--- src/rtl/prod_bcd_pkg.sv ---
// Shared constants and state encoding for the product-to-BCD converter.
// Default geometry matches the 4-bit array multiplier feeding this block.
package prod_bcd_pkg;

  localparam int DEF_BITS   = 4;
  localparam int DEF_PROD_W = 2 * DEF_BITS;
  localparam int DEF_DIGITS = 3;

  localparam int DIGIT_W = 4;

  // Double-dabble correction: a digit of 5 or more gets 3 added before the
  // shift, so that the doubled value carries correctly into the next digit.
  localparam logic [DIGIT_W-1:0] ADJ_THRESH = 4'd5;
  localparam logic [DIGIT_W-1:0] ADJ_ADD    = 4'd3;

  typedef enum logic [1:0] {
    IDLE  = 2'd0,
    SHIFT = 2'd1,
    DONE  = 2'd2
  } state_t;

endpackage

--- src/rtl/dd_adjust_digit.sv ---
// One BCD digit's double-dabble pre-shift correction: +3 when the digit is
// 5 or more. Purely combinational; no carry leaves the digit.
module dd_adjust_digit
  import prod_bcd_pkg::*;
(
  input  logic [DIGIT_W-1:0] din,
  output logic [DIGIT_W-1:0] dout
);

  // Add-3 correction when the digit would overflow 9 after doubling.
  always_comb begin
    dout = (din >= ADJ_THRESH) ? din + ADJ_ADD : din;
  end

endmodule

--- src/rtl/prod_bcd_conv.sv ---
// Sequential binary-to-BCD converter behind the 4-bit array multiplier.
// Captures a product on a valid/ready handshake, runs one double-dabble
// shift per clock, then holds the packed BCD result until it is taken.
// Optional build macro: LEADING_ZERO_BLANK_EN adds the registered 'blank'
// output marking leading-zero digits (digit 0 is never blanked).
module prod_bcd_conv
  import prod_bcd_pkg::*;
#(
  parameter int BITS   = DEF_BITS,
  parameter int DIGITS = DEF_DIGITS
) (
  input  logic                    clk,
  input  logic                    rst,
  input  logic                    in_valid,
  output logic                    in_ready,
  input  logic [2*BITS-1:0]       product,
  output logic                    out_valid,
  input  logic                    out_ready,
  output logic [DIGIT_W*DIGITS-1:0] bcd,
  output logic                    busy
`ifdef LEADING_ZERO_BLANK_EN
  ,
  output logic [DIGITS-1:0]       blank
`endif
);

  localparam int PROD_W = 2 * BITS;
  localparam int ACC_W  = DIGIT_W * DIGITS;
  localparam int CNT_W  = (PROD_W > 1) ? $clog2(PROD_W) : 1;
  localparam logic [CNT_W-1:0] CNT_LAST = CNT_W'(PROD_W - 1);

  state_t            state_q, state_d;
  logic [PROD_W-1:0] bin_q;
  logic [ACC_W-1:0]  acc_q;
  logic [CNT_W-1:0]  cnt_q;

  logic [ACC_W-1:0]  acc_adj;
  logic [ACC_W-1:0]  acc_shift;
  logic [PROD_W-1:0] bin_shift;
  logic              accept;
  logic              last_shift;

  // Per-digit add-3 correction ahead of each shift.
  for (genvar k = 0; k < DIGITS; k++) begin : g_adj
    dd_adjust_digit u_adj (
      .din  (acc_q[k*DIGIT_W +: DIGIT_W]),
      .dout (acc_adj[k*DIGIT_W +: DIGIT_W])
    );
  end

  assign {acc_shift, bin_shift} = {acc_adj, bin_q} << 1;

  assign accept     = in_valid && (state_q == IDLE);
  assign last_shift = (state_q == SHIFT) && (cnt_q == CNT_LAST);
  assign bcd        = acc_q;

  // State register; reset aborts any conversion in flight.
  always_ff @(posedge clk or posedge rst) begin
    // NOTE: sequential state uses non-blocking assignments so every register
    // samples its inputs from before the edge, regardless of block order.
    if (rst) state_q <= IDLE;
    else     state_q <= state_d;
  end

  // Next-state and handshake/status outputs.
  always_comb begin
    // NOTE: every output gets a default before the case; a path that left
    // one unassigned would infer a latch.
    state_d   = state_q;
    in_ready  = 1'b0;
    out_valid = 1'b0;
    busy      = 1'b0;
    unique case (state_q)
      IDLE: begin
        in_ready = 1'b1;
        if (in_valid) state_d = SHIFT;
      end
      SHIFT: begin
        busy = 1'b1;
        if (last_shift) state_d = DONE;
      end
      DONE: begin
        out_valid = 1'b1;
        if (out_ready) state_d = IDLE;
      end
      default: state_d = IDLE;
    endcase
  end

  // Datapath: load on accept, one double-dabble step per SHIFT cycle.
  // The accumulator doubles as the bcd output and holds through DONE/IDLE.
  always_ff @(posedge clk or posedge rst) begin
    if (rst) begin
      bin_q <= '0;
      acc_q <= '0;
      cnt_q <= '0;
    end else if (accept) begin
      bin_q <= product;
      acc_q <= '0;
      cnt_q <= '0;
    end else if (state_q == SHIFT) begin
      bin_q <= bin_shift;
      acc_q <= acc_shift;
      cnt_q <= cnt_q + 1'b1;
    end
  end

`ifdef LEADING_ZERO_BLANK_EN
  logic [DIGITS-1:0] blank_d;

  // Leading-zero mask of the final accumulator value; digit 0 always shown.
  always_comb begin
    logic upper_zero;
    blank_d    = '0;
    upper_zero = 1'b1;
    for (int k = DIGITS - 1; k >= 1; k--) begin
      upper_zero = upper_zero && (acc_shift[k*DIGIT_W +: DIGIT_W] == '0);
      blank_d[k] = upper_zero;
    end
  end

  // Mask is registered alongside the result on the final shift.
  always_ff @(posedge clk or posedge rst) begin
    if (rst)             blank <= '0;
    else if (accept)     blank <= '0;
    else if (last_shift) blank <= blank_d;
  end
`endif

endmodule
--- config.mk ---
export PLATFORM = sky130hd
export DESIGN_NAME = prod_bcd_conv
export DESIGN_NICKNAME = d
export VERILOG_FILES = /design/src/rtl/prod_bcd_pkg.sv /design/src/rtl/dd_adjust_digit.sv /design/src/rtl/prod_bcd_conv.sv
export SDC_FILE = /design/constraint.sdc
export NUM_CORES = 1
export LEC_CHECK = 0
export BUFFER_PORTS_ARGS = -buffer_cell sky130_fd_sc_hd__buf_2
export CORE_ASPECT_RATIO = 0.75
export CORE_MARGIN = 2
export CORE_UTILIZATION = 30
export CTS_BUF_LIST = sky130_fd_sc_hd__clkbuf_4
export DETAILED_ROUTE_END_ITERATION = 10
export HOLD_SLACK_MARGIN = 0.02
export MAX_ROUTING_LAYER = met4
export PLACE_DENSITY = 0.46
export SYNTH_ARGS = -nofsm -noshare
export SYNTH_HDL_FRONTEND = slang
export SYNTH_SLANG_ARGS = --single-unit
--- constraint.sdc ---
create_clock -name clk -period 3.6 [get_ports clk]
set_input_delay 0.72 -clock clk [delete_from_list [all_inputs] [get_ports clk]]
set_output_delay 0.72 -clock clk [all_outputs]
set_load 0.01 [all_outputs]
==> flow_summary.ini, run 1 <==
[power_and_ir_drop]
p_sw_share_pct = 44.1
ir_drop_mv = 0.326
pwr-share-seq_pct = 39.6
pwr-share-clk_pct = 9.8
internal_power_mw = 0.756
leakage_nw = 0.736
power_density_nw_per_um2 = 869
p_sw_mw = 0.597
power_mw = 1.35
power.share.combinational_pct = 50.6

[logic_synthesis]
yosysSeqAreaShare_pct = 45.8
synthDistinctLibCells = 28
async_flop_share_pct = 100
synth_warnings = 0
avgSynthCellArea_um2 = 10.3
synth_seq_cells = 25
syn-num-nets = 152
synth_top_area_cell = dfrtp_1
syn_area_um2 = 1370
synth_ff_type = dfrtp_1
ys_top_cells_by_area = dfrtp_1, ha_1, nand2_1
yosysMostFrequentCell = dfrtp_1
yosysTopAreaCellShare_pct = 45.8
netlist_top_cells_count = dfrtp_1, nand2_1, inv_1
synth_edf_count = 0
synthCells = 132

[route]
first_iter_violations = 75
first_pass_iters = 4
drc = 0
vias = 1117
ant_nets = 0
viasPerCell = 5.22
routedWlPerCell_um = 14.5
drt-total-wl_um = 3100

[sta]
tightest_slew_ns = 1.05
maxSlewViolCount = 0
setup_ws_ns = 1.29
relSlewSlack_pct = 30.3
setup_violations = 0
max_freq_ghz = 0.434
rsz0062_at_grt = false
final_hold_viol_count = 0
finClkSkew_ns = 0.00804
fin_crit_ns = 2.31
fin_crit_sh_pct = 64.0
hold-worst-slack_ns = 0.502
finalSetupTns_ns = 0

[clock_tree]
hold_buffers = 0
cts_buffer_depth = 2
clkSinkCount = 25
clk_pin_slew_worst_paths_ns = 0.14
cts-root-buf = clkbuf_4
htreeDepth = 1
postCtsSetupBuffers = 0
clock_latency_ns = 0.31
cts_tree = built
cts_resized = 0
cts_buffers = 3

[worst_setup_path]
reg2reg_depth = 3
r2r-start = state_q[0]$_DFFE_PP0P_
worst_r2r_endpoint = bcd[2]$_DFFE_PP0P_
cp_max_fo = 16
timing.critical_path.from_type = register
critPathRequiredTime_ns = 2.88
cp_cell_sequence = nand2b_4 > inv_4 > buf_2
endpoint_kind = output port
worst-setup-path-type = reg2out
crit_path_max_incr_delay_ns = 0.74
r2r_slack_ns = 1.71
slowest_stage = dfrtp_1
critical_path_arrival_ns = 1.59

[global_route]
antenna_found_initial = 0
grt_pass1_wl_um = 5480
grt_pass1_vias = 1149
gr-total-overflow = 0
grtUsageTotal_pct = 14.0
grt_max_degree = 26

[placement]
gp_congestion = 0.811
placed_area_um2 = 1530
dp_hpwl_um = 2230
portBuffers = 26
post-place-ws_ns = 1.62

[die]
ios = 27
die_area_um2 = 5110
die_w_um = 81.9
rows = 21
start_util_pct = 30.9
core_area_um2 = 4410
die_h_um = 62.4

[finish]
drive_above_1_share_pct = 22.9
fin_nets = 178
final_area_um2 = 1560
area_growth_syn_to_layout_pct = 14.0
diodes = 0
fillCellCount = 470

[outcome]
status = finished clean

[worst_hold_path]
min_delay_path_depth = 2
min_from = bin_q[4]$_DFFE_PP0P_
holdCritPathClass = reg2reg
hold-path-endpoint = bin_q[4]$_DFFE_PP0P_

[job]
drv_cap = 0
## worst max-delay path by stage
| stage | startpoint | endpoint | cells after the start |
|---|---|---|---|
| 2_1_floorplan | state_q[1]$_DFFE_PP0P_ | busy | 3 |
| 3_3_place_gp | state_q[0]$_DFFE_PP0P_ | busy | 3 |
| 3_5_place_dp | in_valid | bcd[2]$_DFFE_PP0P_ | 4 |
| 4_1_cts | state_q[0]$_DFFE_PP0P_ | busy | 3 |
| 5_1_grt | state_q[0]$_DFFE_PP0P_ | busy | 3 |
| 6_report | state_q[0]$_DFFE_PP0P_ | busy | 3 |
## sequential cells by signal (all words and copies together), names as in the netlist
signal / cells
bin_q: 8
cnt_q: 3
state_q: 2
bcd: 12
## worst max-delay path, delay by kind of cell (launching register included)
kind                   cells  cell delay [ns]
AND/OR/NAND/NOR            1             0.17
flip-flops                 1             0.74
buffers and inverters      2             0.35
## power by group through the flow
stage | clock network [mW] | logic (mW) | registers, mW
after floorplan | 0 | 0.518 | 0.524
after global placement | 0 | 0.661 | 0.538
after detailed placement | 0 | 0.688 | 0.544
after CTS | 0.144 | 0.691 | 0.538
after global routing | 0.154 | 0.768 | 0.561
final | 0.133 | 0.684 | 0.536
## stage by stage
step	utilization, %	std cells
5_1_grt	35.3	214
3_5_place_dp	34.6	210
4_1_cts	35.3	214
2_1_floorplan	-	132
6_report	35.3	214
3_3_place_gp	34.6	210
## final cells by class
| type | count | area [um2] | share of cell area, % |
|---|---|---|---|
| Clock buffer | 4 | 30.0 | 1.93 |
| Inverter | 15 | 58.8 | 3.78 |
| Multi-Input combinational cell | 87 | 641 | 41.2 |
| Sequential cell | 25 | 626 | 40.2 |
| Tap cell | 57 | 71.3 | 4.58 |
| Timing Repair Buffer | 26 | 130 | 8.36 |
## per-layer routing
metal / vias to the layer above / global-route usage, % / routed length, um
li1: 535 / - / -
met4: 0 / 2.92 / 21
met2: 23 / 21.3 / 1460
met3: 2 / 3.61 / 138
met5: - / - / 0
met1: 557 / 18.7 / 1480
## layout by cell type, fill, tap and decap left out, drive strengths merged, types with 2 or more instances in the layout
cell type,count
buf,26
dfrtp,25
nand2,18
inv,15
o21ai,9
ha,8
a22o,7
o2111ai,6
a22oi,6
o31ai,5
nor2b,4
nand3b,4
clkbuf,4
o21a,3
o311ai,3
o211ai,3
xnor2,2
a21oi,2
nand2b,2
## cell families (layout without fill, tap and decap cells)
logic type / after synthesis / after routing / synth area share, %
compound gates: 47 / 47 / 27.0
xor+xnor: 2 / 2 / 1.28
fa+ha+maj: 8 / 8 / 7.33
buf+inv: 20 / 45 / 7.24
flops: 25 / 25 / 45.8
simple gates: 30 / 30 / 11.3
Power figures use the tool's default switching activity.
==> run 2, diff against run 1 <==
PLACE_DENSITY = 0.47   (was 0.46)
clock period = 2.1 ns   (was 3.6 ns; I/O delays follow)
==> flow_summary.ini, run 2 (synthesis results as in run 1) <==
[route]
first_pass_iters = 4
drt-total-wl_um = 3090
routedWlPerCell_um = 14.2
ant_nets = 0
first_iter_violations = 101
viasPerCell = 5.04
drc = 0
vias = 1093

[finish]
multiInputGateArea_um2 = 641
fillCellCount = 456
diodes = 0
fin_nets = 181
mostFrequentLayoutCells = buf_2, dfrtp_1, nand2_1
largest_reg_flops = 12
ff_latch_area_um2 = 626
layout_commonest_cell = buf_2
area_growth_syn_to_layout_pct = 15.7
drive_above_1_share_pct = 24.4

[worst_setup_path]
cp_cell_sequence = nand2b_4 > inv_4 > buf_2
critPathRequiredTime_ns = 1.68
endpoint_kind = output port
r2r-start = state_q[0]$_DFFE_PP0P_
slowest_stage = dfrtp_1
startpoint = state_q[0]$_DFFE_PP0P_
worst-setup-path-type = reg2out
crit_path_max_incr_delay_ns = 0.74
critical_path_arrival_ns = 1.58
critical_path_buf_inv_count = 2
timing.critical_path.from_type = register
cp_max_fo = 16
path_delay_family = flip-flops

[clock_tree]
cts_buffers = 3
postCtsSetupBuffers = 0
hold_buffers = 0
clock_latency_ns = 0.32
cts-root-buf = clkbuf_4
clk_pin_slew_worst_paths_ns = 0.14
cts_resized = 0
htreeDepth = 1
clkSinkCount = 25
cts_tree = built
cts_buffer_depth = 2

[global_route]
grt_pass1_wl_um = 5160
grtUsageTotal_pct = 13.4
grt_pass1_vias = 1093
grt_max_degree = 26
antenna_found_initial = 0
gr-total-overflow = 0

[sta]
max_freq_ghz = 0.500
relSlewSlack_pct = 60.7
rsz0062_at_grt = false
finClkSkew_ns = 0.00922
tightest_slew_ns = 0.590
setup_violations = 0
fin_crit_ns = 2.00
maxSlewViolCount = 0
fin_crit_sh_pct = 95.3
finalSetupTns_ns = 0
final_hold_viol_count = 0

[power_and_ir_drop]
power_density_nw_per_um2 = 1480
leakage_nw = 0.752
power_mw = 2.34
ir_drop_mv = 0.455

[outcome]
status = finished clean

[job]
drv_cap = 0

[placement]
portBuffers = 26
gp_congestion = 0.781
dp_hpwl_um = 2230

[die]
die_h_um = 62.4
die_w_um = 81.9
ios = 27
rows = 21
die_area_um2 = 5110
core_area_um2 = 4410
start_util_pct = 30.9

[worst_hold_path]
holdCritPathClass = in2async
-- run 2: changes by cell type in the layout (fill, tap and decap cells not counted), sizes merged --
| cell | change |
|---|---|
| buf | +3 |
-- run 2: final timing paths --
kind	cells past startpoint	to	slack, ns
max in group asynchronous	3	bin_q[4]$_DFFE_PP0P_	1.72
min in group clk	2	bin_q[0]$_DFFE_PP0P_	0.34
max reg2reg	3	cnt_q[2]$_DFFE_PP0P_	0.53
min	3	bcd[11]$_DFFE_PP0P_	0.12
min reg2reg	2	bin_q[1]$_DFFE_PP0P_	0.51
max	3	busy	0.1
-- run 2: worst register-to-register path, cell delays in order (launching register included) --
cell	delay, ns
dfrtp_1	0.74
o21bai_2	0.22
buf_4	0.25
a22o_1	0.25
-- run 2: layer usage --
layer  global-route usage, %  wire (um)  vias up
met5                       -          0        -
met4                    2.50         18        0
met3                    3.47        109        2
met2                    19.7       1400       19
met1                    18.7       1570      539
li1                        -          -      533
-- run 2: stage by stage --
step / instance area (um2) / instances / setup slack [ns] / util [%] / hold slack, ns
after floorplan: 1370 / 132 / 0.730 / - / 0.447
after global placement: 1550 / 213 / 0.505 / 35.1 / 0.478
after detailed placement: 1550 / 213 / 0.485 / 35.1 / 0.480
after CTS: 1580 / 217 / 0.0995 / 35.8 / 0.126
after global routing: 1580 / 217 / 0.00483 / 35.8 / 0.139
final: 1580 / 217 / 0.0984 / 35.8 / 0.122
-- run 2: area by class of cell --
cell class / instances / area share, %
Multi-Input combinational cell: 87 / 40.6
Clock buffer: 4 / 1.90
Timing Repair Buffer: 29 / 9.67
Inverter: 15 / 3.72
Sequential cell: 25 / 39.6
Tap cell: 57 / 4.52
-- run 2: report_power, final --
part / internal [mW] / leakage [nW] / switching [mW] / total [mW]
Clock: 0.0872 / 0.0184 / 0.146 / 0.234
Combinational: 0.539 / 0.412 / 0.651 / 1.19
Sequential: 0.686 / 0.321 / 0.230 / 0.916
Total: 1.31 / 0.752 / 1.03 / 2.34
